==> src/rtl/trng_seed_fetch.sv <==
// Consumer-side TRNG FIFO reader: pops bytes, packs them MSB-first into words,
// delivers them over valid/ready and runs a repetition-count health test on every byte.
module trng_seed_fetch #(
  parameter int WORD_W    = 32,
  parameter int REP_LIMIT = 4
) (
  input  logic              clk,
  input  logic              reset_n,
  input  logic              fifo_empty,
  output logic              fifo_rd_en,
  input  logic [7:0]        fifo_rd_data,
  input  logic              start,
  input  logic [3:0]        num_words,
  output logic [WORD_W-1:0] word_data,
  output logic              word_valid,
  input  logic              word_ready,
  output logic              busy,
  output logic              done,
  output logic              health_err,
  input  logic              clear_err,
  output logic [2:0]        state_dbg
);

  // Handshake: a word transfers on any rising edge where word_valid && word_ready;
  // word_data is held stable while word_valid is high and not yet accepted.

  localparam int BYTES = WORD_W / 8;
  localparam int BCW   = $clog2(BYTES);
  localparam logic [BCW-1:0] LAST_BYTE = BCW'(BYTES - 1);

  typedef enum logic [2:0] {
    S_IDLE    = 3'd0,
    S_FETCH   = 3'd1,
    S_CAPTURE = 3'd2,
    S_PRESENT = 3'd3,
    S_DONE    = 3'd4
  } state_t;

  state_t         state;
  logic [BCW-1:0] byte_cnt;
  logic [4:0]     words_left;
  logic [7:0]     prev_byte;
  logic [7:0]     rep_cnt;
  logic           hist_valid;
  logic [7:0]     rep_next;
  logic           rep_trip;

  assign state_dbg  = state;
  assign fifo_rd_en = (state == S_FETCH) && !fifo_empty;

  always_comb begin
    rep_next = 8'd1;
    if (hist_valid && (fifo_rd_data == prev_byte)) rep_next = rep_cnt + 8'd1;
    rep_trip = (rep_next == 8'(REP_LIMIT));
  end

  always_ff @(posedge clk or negedge reset_n) begin
    if (!reset_n) begin
      state      <= S_IDLE;
      byte_cnt   <= '0;
      words_left <= '0;
      prev_byte  <= '0;
      rep_cnt    <= '0;
      hist_valid <= 1'b0;
      word_data  <= '0;
      word_valid <= 1'b0;
      busy       <= 1'b0;
      done       <= 1'b0;
      health_err <= 1'b0;
    end else begin
      case (state)
        S_IDLE: begin
          if (start && !health_err) begin
            words_left <= (num_words == 4'd0) ? 5'd16 : {1'b0, num_words};
            byte_cnt   <= '0;
            busy       <= 1'b1;
            state      <= S_FETCH;
          end
        end
        S_FETCH: begin
          if (fifo_rd_en) state <= S_CAPTURE;
        end
        S_CAPTURE: begin
          word_data  <= {word_data[WORD_W-9:0], fifo_rd_data};
          prev_byte  <= fifo_rd_data;
          rep_cnt    <= rep_next;
          hist_valid <= 1'b1;
          if (rep_trip) begin
            // Abort: the partial word is never presented.
            health_err <= 1'b1;
            busy       <= 1'b0;
            state      <= S_IDLE;
          end else if (byte_cnt == LAST_BYTE) begin
            word_valid <= 1'b1;
            state      <= S_PRESENT;
          end else begin
            byte_cnt <= byte_cnt + BCW'(1);
            state    <= S_FETCH;
          end
        end
        S_PRESENT: begin
          if (word_ready) begin
            word_valid <= 1'b0;
            byte_cnt   <= '0;
            words_left <= words_left - 5'd1;
            if (words_left == 5'd1) begin
              done  <= 1'b1;
              state <= S_DONE;
            end else begin
              state <= S_FETCH;
            end
          end
        end
        S_DONE: begin
          done  <= 1'b0;
          busy  <= 1'b0;
          state <= S_IDLE;
        end
        default: state <= S_IDLE;
      endcase

      // A failing capture in the same cycle keeps the error flag set.
      if (clear_err) begin
        rep_cnt    <= '0;
        hist_valid <= 1'b0;
        if (!((state == S_CAPTURE) && rep_trip)) health_err <= 1'b0;
      end
    end
  end

endmodule

==> config.mk <==
export PLATFORM = sky130hd
export DESIGN_NAME = trng_seed_fetch
export DESIGN_NICKNAME = d
export VERILOG_FILES = /design/src/rtl/trng_seed_fetch.sv
export SDC_FILE = /design/constraint.sdc
export NUM_CORES = 1
export LEC_CHECK = 0
export CAP_MARGIN = 25
export CORE_ASPECT_RATIO = 1.25
export CORE_MARGIN = 2
export CORE_UTILIZATION = 56
export CTS_BUF_LIST = sky130_fd_sc_hd__clkbuf_8
export DETAILED_ROUTE_END_ITERATION = 16
export PLACE_DENSITY = 0.87
export SLEW_MARGIN = 30
export SYNTH_ARGS = -nofsm -noshare
export SYNTH_HDL_FRONTEND = slang
export SYNTH_SLANG_ARGS = --single-unit
==> constraint.sdc <==
create_clock -name clk -period 3.3 [get_ports clk]
set_input_delay 0.66 -clock clk [delete_from_list [all_inputs] [get_ports clk]]
set_output_delay 0.66 -clock clk [all_outputs]
set_load 0.1 [all_outputs]
==> impl_metrics.json <==
{
  "hp-class": "in2async",
  "dp_cells": 411,
  "arrival_ps": 1700,
  "die_x_um": 65.8,
  "wl_met2_um": 3050,
  "highest_layer": "met4",
  "slew-limit-headroom_pct": 45.7,
  "core_um2": 4660,
  "regToRegSetupSlack_ps": 1200,
  "setup_tns_ps": 0,
  "final_area_um2": 3280,
  "nNetsFinal": 380,
  "dr_total_vias": 2288,
  "worstSetupEndpointType": "output pin",
  "cts_hold_buf": 0,
  "wl_met3_um": 251,
  "wirelength_um": 5840,
  "setup_viol": 0,
  "drv_cap": 0,
  "outcome": "finished clean",
  "rsz0062_at_grt": "no",
  "diodes": 0,
  "drive_above_1_share_pct": 15.9,
  "cts_tree": "built",
  "dieArea_um2": 5340,
  "hold_viol": 0,
  "detail_route.wl_per_cell_um": 13.9,
  "start_kind": "input pin",
  "path_class": "in2out",
  "r2r_cells": 5,
  "ios": 58,
  "drtAntennaViolNets": 0,
  "slew_viol_final": 0,
  "n_fill_cell": 369,
  "cts-root-buf": "clkbuf_8",
  "rows": 28,
  "yosys_warnings": 0,
  "placed_cell_area_um2": 3180,
  "synthesis.nets": 326,
  "async_reset_ff_share_pct": 100,
  "period_needed_ps": 2360,
  "area_growth_pct": 22.8,
  "ys_types": 46,
  "grt_pass1_vias": 2235,
  "yosys_most_used_dff": "dfrtp_1",
  "grt_pass1_wl_um": 9760,
  "synth_edf_count": 0,
  "cts-buffers-inserted": 5,
  "start_util_pct": 57.3,
  "via_per_inst": 5.46,
  "postSynthAreaPerCell_um2": 8.78,
  "drc_errors": 0,
  "stdcell_count": 419,
  "cp_max_fo": 4,
  "holdWs_ps": 473,
  "required_ps": 2640,
  "max_freq_ghz": 0.424,
  "synth_cells": 304,
  "antenna_found_initial": 0,
  "place.gp.congestion": 0.803,
  "overflow": 0,
  "cts_sinks": 55,
  "io_buffers": 57,
  "clk_pin_slew_ps": 100,
  "netlist_area_um2": 2670,
  "post_cts_resized": 0,
  "drt_first_pass_iters": 4,
  "synth-seq-cells": 55,
  "drt_iter0_markers": 181,
  "post-route-period-util_pct": 71.4,
  "grt_max_degree": 56,
  "cts_max_path_buffers": 2,
  "ys_seq_area_share_pct": 51.5,
  "r2r-end": "word_data[22]",
  "r2r-start": "state_dbg[1]",
  "skew_ps": 10.1,
  "clk_latency_ps": 300,
  "grt.total_usage_pct": 23.1,
  "h-tree-depth": 2,
  "die_y_um": 81.2,
  "wl_met1_um": 2490,
  "cts_setup_buffers": 0,
  "post-dp-hpwl_um": 4130,
  "worst_pin_slew_ps": 815
}
[metrics by stage]
stage | setup slack (ps) | utilization, %
floorplan | 335 | -
global placement | 782 | 68.2
detailed placement | 729 | 68.2
CTS | 944 | 70.4
global route | 871 | 70.4
finish | 943 | 70.4
[synthesized netlist by cell type, drive strengths merged (2+ instances only)]
| master | number | area (µm²) |
|---|---|---|
| a211oi | 2 | 15.0 |
| and3 | 3 | 18.8 |
| xnor2 | 8 | 70.1 |
| ha | 4 | 50.1 |
| o21ai | 12 | 60.1 |
| dfrtp | 55 | 1380 |
| o22ai | 2 | 12.5 |
| o311ai | 2 | 17.5 |
| nand3 | 12 | 60.1 |
| nor4b | 2 | 17.5 |
| or4 | 3 | 22.5 |
| nor2b | 5 | 31.3 |
| a21boi | 2 | 15.0 |
| a21oi | 8 | 40.0 |
| nand2b | 3 | 18.8 |
| mux2i | 2 | 20.0 |
| a22o | 3 | 26.3 |
| buf | 6 | 31.3 |
| a31oi | 4 | 25.0 |
| nand4 | 2 | 12.5 |
| clkbuf | 8 | 41.3 |
| inv | 5 | 18.8 |
| or3 | 3 | 23.8 |
| nand2 | 109 | 412 |
| o31ai | 2 | 15.0 |
| a32o | 2 | 20.0 |
| nor3 | 5 | 25.0 |
| and2 | 2 | 12.5 |
| nor2 | 15 | 56.3 |
| nor3b | 4 | 30.0 |
[layout by cell type (no fill, tap or decap), types with 3 or more instances in the layout]
cell,count
and3_1,3
ha_1,4
dfrtp_1,55
nor3_1,5
xnor2_1,8
a21oi_1,8
nor2b_1,5
or4_1,3
nand2_1,108
a31oi_1,4
clkbuf_8,6
nand3_1,12
nand2b_1,3
nor3b_1,3
buf_4,44
clkdlybuf4s50_1,16
inv_1,5
a22o_1,3
nor2_1,15
o21ai_0,12
[flip-flops by register name (all words and copies together), names as in the netlist]
| signal | flops |
|---|---|
| busy | 1 |
| byte_cnt | 2 |
| done | 1 |
| health_err | 1 |
| hist_valid | 1 |
| rep_cnt | 8 |
| state_dbg | 3 |
| word_data | 32 |
| word_valid | 1 |
| words_left | 5 |
[logic make-up (layout without fill, tap and decap cells)]
kind of cell	Yosys count	after routing	share of synthesized area [%]
compound gates	44	44	10.9
simple gates	172	172	28.9
xor+xnor	8	8	2.62
buf+inv	19	74	3.42
flops	55	55	51.5
mux	2	2	0.750
fa+ha+maj	4	4	1.87
[worst max-delay path: stages]
cell and delay (ps):
clkdlybuf4s50_1 520, nor3b_4 200, buf_4 310
[layer usage]
layer | global-route usage (%) | vias to the layer above
li1 | - | 1134
met1 | 29.1 | 1098
met2 | 41.8 | 54
met3 | 2.91 | 2
met4 | 5.83 | 0
met5 | 0 | -
[how the worst max path moves through the flow]
stage	startpoint	end	slack, ps	cells after the start
after detailed placement	fifo_rd_data[7]	rep_cnt[3]	730	6
after global routing	state_dbg[0]	fifo_rd_en	870	3
after CTS	fifo_empty	fifo_rd_en	940	3
after floorplan	state_dbg[0]	fifo_rd_en	330	3
after global placement	fifo_rd_data[5]	rep_cnt[6]	780	6
final	fifo_empty	fifo_rd_en	940	3
[area by class of cell]
cell class | instances | area, µm² | area share (%)
inverter | 5 | 18.8 | 0.573
timing repair buffer | 61 | 495 | 15.1
multi-input combinational | 230 | 1210 | 37.0
clock inverter | 2 | 16.3 | 0.496
clock buffer | 6 | 82.6 | 2.52
tap | 60 | 75.1 | 2.29
sequential | 55 | 1380 | 42.0
Power is not shown: default switching activity piles up to over one toggle a cycle in this logic, so the estimate is an artifact.
